## config.mk

```make
export PLATFORM = sky130hd
export DESIGN_NAME = leaf_nu
export DESIGN_NICKNAME = d
export VERILOG_FILES = /design/src/rtl/leaf_nu_pkg.sv /design/src/rtl/leaf_nu_lane.sv /design/src/rtl/leaf_nu.sv
export SDC_FILE = /design/constraint.sdc
export NUM_CORES = 1
export LEC_CHECK = 0
export ABC_AREA = 1
export CORE_ASPECT_RATIO = 1.75
export CORE_MARGIN = 1
export CORE_UTILIZATION = 54
export CTS_CLUSTER_DIAMETER = 200
export DETAILED_ROUTE_END_ITERATION = 10
export PLACE_DENSITY = 0.82
export RECOVER_POWER = 25
export SLEW_MARGIN = 40
export SYNTH_ARGS = -nofsm -noshare
export SYNTH_HDL_FRONTEND = slang
export SYNTH_SLANG_ARGS = --single-unit
```

## constraint.sdc

```tcl
create_clock -name clk -period 9.5 [get_ports clk]
set_input_delay 1.9 -clock clk [delete_from_list [all_inputs] [get_ports clk]]
set_output_delay 1.9 -clock clk [all_outputs]
set_load 0.005 [all_outputs]
```

## src/rtl/leaf_nu_pkg.sv

```systemverilog
// Shared types and helpers for the leaf_nu multi-lane theta/iota combine block.
// Holds the combine-mode encoding and a width/amount-generic rotate-left.
package leaf_nu_pkg;

  typedef enum logic [1:0] {MODE_ADD, MODE_SUB, MODE_XOR, MODE_PASS} nu_mode_e;

  localparam int unsigned NU_MAX_W = 64;

  // Rotate the low w bits of x left by amt; bits at and above w are returned as zero.
  function automatic logic [NU_MAX_W-1:0] rotl(input logic [NU_MAX_W-1:0] x,
                                               input int unsigned w,
                                               input int unsigned amt);
    logic [NU_MAX_W-1:0] mask;
    logic [NU_MAX_W-1:0] xm;
    mask = (w >= NU_MAX_W) ? '1 : ((NU_MAX_W'(1) << w) - NU_MAX_W'(1));
    xm   = x & mask;
    return ((xm << amt) | (xm >> (w - amt))) & mask;
  endfunction

endpackage

```

## src/rtl/leaf_nu_lane.sv

```systemverilog
// One lane of leaf_nu: stage-1 theta/iota terms with sample history,
// stage-2 mode-selected combine XORed with the original sample.
module leaf_nu_lane
  import leaf_nu_pkg::*;
#(
  parameter int WIDTH = 32,
  parameter int ROT   = 1
) (
  input  logic             clk_i,
  input  logic             rst_i,
  input  logic             flush_i,
  input  logic             s1_ld_i,
  input  logic             s2_ld_i,
  input  nu_mode_e         mode_i,
  input  logic [WIDTH-1:0] x_i,
  output logic [WIDTH-1:0] y_o
);

  logic [WIDTH-1:0] x1_q, t_q, i_q;
  logic [WIDTH-1:0] prev_q;
  logic [WIDTH-1:0] y_q, y_d;
  logic [WIDTH-1:0] t_d;

  function automatic logic [WIDTH-1:0] combine(input nu_mode_e m,
                                               input logic [WIDTH-1:0] t,
                                               input logic [WIDTH-1:0] i);
    case (m)
      MODE_ADD: return t + i;
      MODE_SUB: return t - i;
      MODE_XOR: return t ^ i;
      default:  return t;
    endcase
  endfunction

  assign t_d = WIDTH'(rotl(NU_MAX_W'(x_i), WIDTH, ROT));
  assign y_d = combine(mode_i, t_q, i_q) ^ x1_q;

  // Stage 1: only loaded on accept, so stale contents never reach the output.
  always_ff @(posedge clk_i) begin
    if (s1_ld_i) begin
      x1_q <= x_i;
      t_q  <= t_d;
      i_q  <= x_i ^ prev_q;
    end
  end

  // History and stage 2: cleared on reset; history also cleared on flush.
  always_ff @(posedge clk_i or posedge rst_i) begin
    if (rst_i) begin
      prev_q <= '0;
      y_q    <= '0;
    end else begin
      if (flush_i)      prev_q <= '0;
      else if (s1_ld_i) prev_q <= x_i;
      if (s2_ld_i)      y_q    <= y_d;
    end
  end

  assign y_o = y_q;

endmodule

```

## src/rtl/leaf_nu.sv

```systemverilog
// Multi-lane pipelined theta/iota combine leaf with valid/ready backpressure,
// synchronous flush and a wrapping output transfer counter.
module leaf_nu
  import leaf_nu_pkg::*;
#(
  parameter int WIDTH = 32,
  parameter int LANES = 4,
  parameter int ROT   = 1,
  parameter int CNT_W = 32
) (
  input  logic                   clk,
  input  logic                   rst,
  input  logic                   flush,
  input  logic                   in_valid,
  output logic                   in_ready,
  input  logic [LANES*WIDTH-1:0] in_data,
  input  logic [1:0]             in_mode,
  output logic                   out_valid,
  input  logic                   out_ready,
  output logic [LANES*WIDTH-1:0] out_data,
  output logic [CNT_W-1:0]       out_count
);

  if (ROT < 0 || ROT >= WIDTH || WIDTH > int'(NU_MAX_W)) begin : g_bad_param
    $error("leaf_nu: ROT must be in 0..WIDTH-1 and WIDTH at most 64");
  end

  logic             s1_valid_q, s1_valid_d;
  logic             out_valid_q, out_valid_d;
  nu_mode_e         mode1_q, mode1_d;
  logic [CNT_W-1:0] count_q, count_d;
  logic             s1_en, s2_en, accept, xfer, s2_ld;

  assign s2_en    = !out_valid_q || out_ready;
  assign s1_en    = !s1_valid_q || s2_en;
  assign in_ready = s1_en && !flush;
  assign accept   = in_valid && in_ready;
  assign xfer     = out_valid_q && out_ready && !flush;
  assign s2_ld    = s2_en && s1_valid_q && !flush;

  always_comb begin
    s1_valid_d  = s1_valid_q;
    out_valid_d = out_valid_q;
    mode1_d     = mode1_q;
    count_d     = count_q;
    if (flush) begin
      s1_valid_d  = 1'b0;
      out_valid_d = 1'b0;
    end else begin
      if (s2_en)  out_valid_d = s1_valid_q;
      if (s1_en)  s1_valid_d  = in_valid;
      if (accept) mode1_d     = nu_mode_e'(in_mode);
      if (xfer)   count_d     = count_q + CNT_W'(1);
    end
  end

  always_ff @(posedge clk or posedge rst) begin
    if (rst) begin
      s1_valid_q  <= 1'b0;
      out_valid_q <= 1'b0;
      mode1_q     <= MODE_ADD;
      count_q     <= '0;
    end else begin
      s1_valid_q  <= s1_valid_d;
      out_valid_q <= out_valid_d;
      mode1_q     <= mode1_d;
      count_q     <= count_d;
    end
  end

  for (genvar k = 0; k < LANES; k++) begin : g_lane
    leaf_nu_lane #(
      .WIDTH(WIDTH),
      .ROT  (ROT)
    ) u_lane (
      .clk_i  (clk),
      .rst_i  (rst),
      .flush_i(flush),
      .s1_ld_i(accept),
      .s2_ld_i(s2_ld),
      .mode_i (mode1_q),
      .x_i    (in_data[k*WIDTH +: WIDTH]),
      .y_o    (out_data[k*WIDTH +: WIDTH])
    );
  end

  assign out_valid = out_valid_q;
  assign out_count = count_q;

endmodule

```

==> impl_results.md, run 1 <==
- Run status: finished, violations left
- Violations in the final reports: capacitance limit, slew limit
- Clk buf depth: 3
- Final critical-path share of the clock period: 0.587
- Setup TNS Final: 0 ns
- Share of flip-flops with an asynchronous set or reset after synthesis: 0.533
- Starting utilization of the core area: 0.546
- Setup WS pre-CTS: 3.90 ns
- Max-cap check violation count: 1
- Final net count: 5,491
- Total routing resource utilization after global routing: 0.320
- Total of fill cells in the finished design: between 6,000 and 7,000
- Routed Antenna Nets: 0
- Global-route wire length before repair: 173 mm
- Wire length reported by the detailed router: around 110 mm
- Root cell of the clock tree: clkbuf_16
- Number of violations reported at the end of detailed-routing iteration 0: 2,035
- Transition time of the tightest slew-check pin: between 2 and 3 ns
- TritonCTS clock tree: built
- Worst hold margin: about 0.47 ns
- Met2 layer wire length in the routed design: 57.8 mm
- Number of synthesized flops with an enable pin: between 200 and 300
- Largest net degree at the start of global routing: 135
- # resized after CTS: 0
- Chip Width: roughly 200 um
- Post-synthesis sequential area ratio: 0.407
- Number of different library cells in the post-synthesis netlist: ~50
- Detailed-routing iteration count for the pre-antenna-repair pass: 6
- Die span in y: ~350 um
- Final core occ: 0.628
- Largest fanout on the critical path: 39
- Leftover overflow at the end of global routing: 0
- Relative area change from synthesis to final layout: 15.1%
- M1 WL: between 40 and 50 mm
- DR WL/cell: 17.9 um
- Number of slew-limit violations in the final report: 46
- Summed instance area of the synthesized netlist: ~37,000 um2
- Fin area: 42,400 um2
- Via count of the first global-routing pass: 33,300
- Primary FF master, synth: dfrtp_1
- # hold bufs at CTS: 0
- Clock latency on the worst-skew pair: 0.65 ns
- Worst Skew: just under 0.04 ns
- Final Wtd Congestion: 1.00
- DRC Markers: 0
- Number of antenna violations at the first check in global routing: 29
- Average size of a mapped cell: between 7 and 8 um2
- Most frequent cells in the layout: nand2_1, nand3_1, inv_1
- Half-perimeter wire length after placement: 82.6 mm
- Max Clk Rate: 179 MHz
- Total number of placement rows: 126
- Worst IR Drop VDD: between 0.15 and 0.2 mV
- Tightest slew margin relative to the limit: -0.809
- Die footprint: between 60,000 and 70,000 um2
- Number of register bits inferred by synthesis: roughly 550
- Arrival time worst endpoint: ~3.7 ns
- Post-layout worst setup margin: 3.92 ns
- Boundary Pins: between 200 and 300
- Static leakage: 21.3 nW
- Clock transition at the registers of the reported paths: about 0.060 ns
- Via count normalized by instance count: 5.45
- Number of endpoints with negative hold slack in the final report: 0
- Share of cells above drive strength 1: 0.0296
- Sinks on the clock net: approximately 550
- Synthesis warning total: 0
- Setup violation total in the final timing report: 0
- Final Critical Period: between 5 and 6 ns
- Net count after synthesis: around 5,300
- Kind of start point of the critical path: primary input
- CP Class: primary input to output pin
- Instance area at placement: about 40,000 um2
- Overall via count from detail_route: between 30,000 and 40,000
- Most common library cell in the layout ignoring fill and taps: nand2_1
- Core Box Area: between 60,000 and 70,000 um2
- Unrepaired setup endpoints after global routing: false
- Power per Cell Area: roughly 180 nW/um2
- Post-Synthesis Cells: 4,985
- Critical Path End Type: output pin
- Top layer used by detailed routing: met5
- Inserted Clock Buffers: 50
- Number of H-tree levels: 2
- Wire length on met3: roughly 6.3 mm
- Required time worst endpoint: 7.60 ns
- Worst Hold Class: flip-flop to flip-flop
- Buffer count from post-CTS setup fixing: 0
- Port-buffer cells: approximately 300
==> registers in the layout, summed over array words and instances (netlist names) <==
signal / flops
s1_valid_q: 1
g_lane.u_lane.t_q: 94
g_lane.u_lane.y_o: 128
g_lane.u_lane.x1_q: 34
mode1_q: 2
g_lane.u_lane.prev_q: 128
out_count: 32
out_valid: 1
g_lane.u_lane.i_q: 128
==> synthesized netlist by cell type, types with 2 or more instances <==
master    number  area, um2
a21o_1         4       30.0
a21oi_1      130        651
a22oi_1        6       45.0
a31oi_1       19        119
a32oi_1        2       17.5
and2_1         6       37.5
and3_1         2       12.5
buf_1         31        116
buf_2         47        235
clkbuf_1      55        206
dfrtp_1      292       7310
edfxtp_1     256       7690
fa_1           4       80.1
ha_1         129       1610
inv_1        636       2390
inv_2          3       11.3
nand2_1     1582       5940
nand2_2        3       18.8
nand3_1      651       3260
nand3_2        2       20.0
nand3b_1      28        210
nand4_1       29        181
nor2_1       336       1260
nor2_2         5       31.3
nor3_1        40        200
nor3_2         4       40.0
nor3_4         2       32.5
nor4_1         6       37.5
o211ai_1      13       97.6
o21ai_0      214       1070
o21ai_1        5       25.0
o21bai_1      19        143
o22ai_1        2       12.5
o31ai_1        4       30.0
or2_0          3       18.8
or2_2         14       87.6
xnor2_1       40        350
xor2_1       350       3070
==> kinds of logic (layout without fill, tap and decap cells) <==
group	Yosys count	after routing	synth area share
AOI/OAI and AO/OA	422	422	0.0619
adders and majority gates	133	133	0.0460
other	0	15	0
and+or+nand+nor	2720	2720	0.312
buffers and inverters	772	1051	0.0803
xor gates and xnor gates	390	390	0.0927
DFF	548	548	0.407
==> power by group <==
part	total (mW)	leakage [nW]	switching [mW]	internal, mW
Clock	2.09	0.810	0.930	1.16
Combinational	2.70	14.4	1.65	1.05
Sequential	2.99	6.13	0.214	2.77
Total	7.78	21.3	2.79	4.99
==> worst max-delay path, cell delays in order <==
cell and delay (ns):
clkdlybuf4s50_1 0.48, inv_4 0.47, nand2_1 0.22, inv_1 0.10, clkdlybuf4s50_1 0.50
==> layout make-up <==
type                            instances  area (um2)  share of cell area
Multi-Input combinational cell       3665       18900               0.446
Sequential cell                       548       15000               0.354
Timing Repair Buffer                  319        3240              0.0764
Inverter                              639        2410              0.0569
Clock buffer                           64        1380              0.0324
Tap cell                              896        1120              0.0264
Clock inverter                         29         298             0.00703
Antenna cell                           15        37.5            0.000886
==> path summary, 6_finish.rpt <==
kind                                from                        to  slack, ns  cells after the start
setup / recovery                   flush                  in_ready       3.92                      5
hold / removal             out_count[31]             out_count[31]       0.47                      1
setup reg to reg              mode1_q[0]  g_lane[2].u_lane.y_o[30]       4.16                     17
hold reg to reg            out_count[31]             out_count[31]       0.47                      1
max in group asynchronous            rst  g_lane[2].u_lane.y_o[25]       4.34                      3
min in group asynchronous            rst             out_count[30]       2.05                      2
==> stage by stage <==
step / instances / total power [mW]
floorplan: 4985 / 4.67
global placement: 6064 / 5.64
detailed placement: 6065 / 5.70
CTS: 6158 / 7.81
global route: 6171 / 8.24
finish: 6175 / 7.78
==> layer usage <==
layer	vias to the layer above	GRT usage
li1	16500	-
met1	15800	0.341
met2	1021	0.588
met3	330	0.0556
met4	24	0.175
met5	-	0
Power figures use the tool's default switching activity.
==> inputs of run 2 (changes only) <==
- CORE_UTILIZATION: 54 -> 55
- PLACE_DENSITY: 0.82 -> 0.8
- clock period: 9.5 -> 5.4 ns (I/O delays scaled with it)
==> run 2 against run 1 <==
  * The run now ends clean
  * Final area grew 0.20%
  * Final cell count is essentially flat
  * Non-clock buffer count grew 3
  * Clock-buffer cell count grew 3
  * Global-route usage grew 0.73 points
  * Register-to-register slack lost 2.9 ns
  * Largest cell class unchanged
==> impl_results.md, run 2 (same netlist as run 1, synthesis figures left out) <==
- Unrepaired setup endpoints after global routing: false
- Starting utilization of the core area: 0.555
- Routed Antenna Nets: 0
- Number of H-tree levels: 2
- TritonCTS clock tree: built
- Global-route wire length before repair: 174 mm
- Final Wtd Congestion: roughly 1.0
- R2R setup slack: roughly 1.3 ns
- Max Clk Rate: approximately 240 MHz
- Kind of start point of the critical path: flip-flop
- Via count of the first global-routing pass: roughly 34,000
- Die footprint: 68,000 um2
- Hold Path Stages: 2
- Port-buffer cells: between 200 and 300
- Power per Cell Area: roughly 320 nW/um2
- Wire length reported by the detailed router: around 110 mm
- Share of cells above drive strength 1: 0.0300
- Final Critical Period: between 4 and 5 ns
- Total number of placement rows: roughly 130
- Detailed-routing iteration count for the pre-antenna-repair pass: 6
- Boundary Pins: between 200 and 300
- Clock transition at the registers of the reported paths: ~0.06 ns
- Leftover overflow at the end of global routing: 0
- Clk buf depth: 3
- Clock latency on the worst-skew pair: approximately 0.64 ns
- Worst hold margin: between 0.4 and 0.5 ns
- Most common library cell in the layout ignoring fill and taps: nand2_1
- Worst IR Drop VDD: around 0.29 mV
- Crit Reg-Reg Startpoint: g_lane[3].u_lane.i_q[1]
- Most frequent cells in the layout: nand2_1, nand3_1, inv_1
- DR WL/cell: roughly 18 um
- Worst Hold Class: flip-flop to flip-flop
- Buffer count from post-CTS setup fixing: 0
- Number of slew-limit violations in the final report: 0
- Max-cap check violation count: 0
- Setup TNS Final: 0 ns
- Final critical-path share of the clock period: 0.761
- Arrival time worst endpoint: 4.60 ns
- Setup violation total in the final timing report: 0
- DRC Markers: 0
- Transition time of the tightest slew-check pin: roughly 0.86 ns
- Number of antenna violations at the first check in global routing: 20
- Via count normalized by instance count: 5.44
- Worst Skew: about 0.042 ns
- End point of the worst hold path: g_lane[2].u_lane.y_o[19]
- Number of violations reported at the end of detailed-routing iteration 0: 1,869
- Origin of the worst min-delay path: g_lane[2].u_lane.y_o[19]
- Final net count: 5,495
- Overall via count from detail_route: 33,500
- Relative area change from synthesis to final layout: 15.3%
- Tightest slew margin relative to the limit: 0.426
- Largest fanout on the critical path: 5
- # hold bufs at CTS: 0
- Largest net degree at the start of global routing: 130
- Chip Width: 198 um
- Sinks on the clock net: ~550
- Required time worst endpoint: around 5.9 ns
- Half-perimeter wire length after placement: roughly 83 mm
- Die span in y: around 340 um
- Critical Path End Type: flip-flop
- Static leakage: between 20 and 25 nW
- Run status: completed
- CP Class: flip-flop to flip-flop
- # resized after CTS: 0
- Core Box Area: around 66,000 um2
- Worst Reg-to-Reg Cells: 22
- Total routing resource utilization after global routing: 0.327
- Number of endpoints with negative hold slack in the final report: 0
- End of the worst register-to-register path: g_lane[3].u_lane.y_o[21]
- Root cell of the clock tree: clkbuf_16
- Inserted Clock Buffers: approximately 50
## run 2: per-layer routing
layer / global-route usage / routed length, um
met2: 0.619 / 58900
met1: 0.342 / 39700
met3: 0.0506 / 6410
met4: 0.181 / 6150
met5: 0 / 123
## run 2: worst max-delay path, stage by stage (launching register included)
cell and delay, ns:
edfxtp_1 0.41, inv_1 0.12, ha_1 0.19, nand3_2 0.11
nor2_1 0.23, nand2_1 0.13, nor2_2 0.26, nand4_2 0.21
nor2_1 0.19, nor2_1 0.07, xor2_1 0.18, ha_1 0.35
nand2_1 0.14, nor2_1 0.25, inv_1 0.11, o21ai_0 0.34
inv_1 0.10, nand3_1 0.10, nand3_1 0.15, nand2_1 0.12
nand2_1 0.06, nand3_1 0.06, nand2_1 0.06
## run 2: cell type report
cell class,count,area [um2]
clock inverter,29,275
fill,5900,23800
timing repair buffer,322,3310
sequential,548,15000
multi-input combinational,3665,18900
clock buffer,67,1440
antenna,10,25.0
tap,889,1110
inverter,639,2410
## run 2: worst max-delay path by stage
stage                                        from                       end  cells past startpoint
after global placement                      flush             out_count[28]                     13
after CTS                 g_lane[3].u_lane.i_q[1]  g_lane[3].u_lane.y_o[21]                     22
after detailed placement                    flush             out_count[28]                     13
after floorplan                             flush   g_lane[0].u_lane.i_q[0]                      4
after global routing      g_lane[3].u_lane.i_q[4]  g_lane[3].u_lane.y_o[31]                     23
final                     g_lane[3].u_lane.i_q[1]  g_lane[3].u_lane.y_o[21]                     22
## run 2: stage by stage
stage | std cells | power [mW] | worst slack (ns) | util | area, um2
after global routing | 6165 | 14.6 | 1.00 | 0.640 | 42500
after global placement | 6063 | 10.0 | 1.40 | 0.614 | 40700
after CTS | 6159 | 13.9 | 1.31 | 0.640 | 42400
after floorplan | 4985 | 8.22 | 0.0231 | - | 36800
final | 6169 | 13.8 | 1.29 | 0.641 | 42500
after detailed placement | 6063 | 10.1 | 1.30 | 0.614 | 40700
## run 2: power by group
| part | switching, mW | total, mW | internal [mW] |
|---|---|---|---|
| clock | 1.67 | 3.75 | 2.08 |
| sequential | 0.383 | 5.26 | 4.88 |
| combinational | 2.93 | 4.78 | 1.85 |
| total | 4.98 | 13.8 | 8.80 |
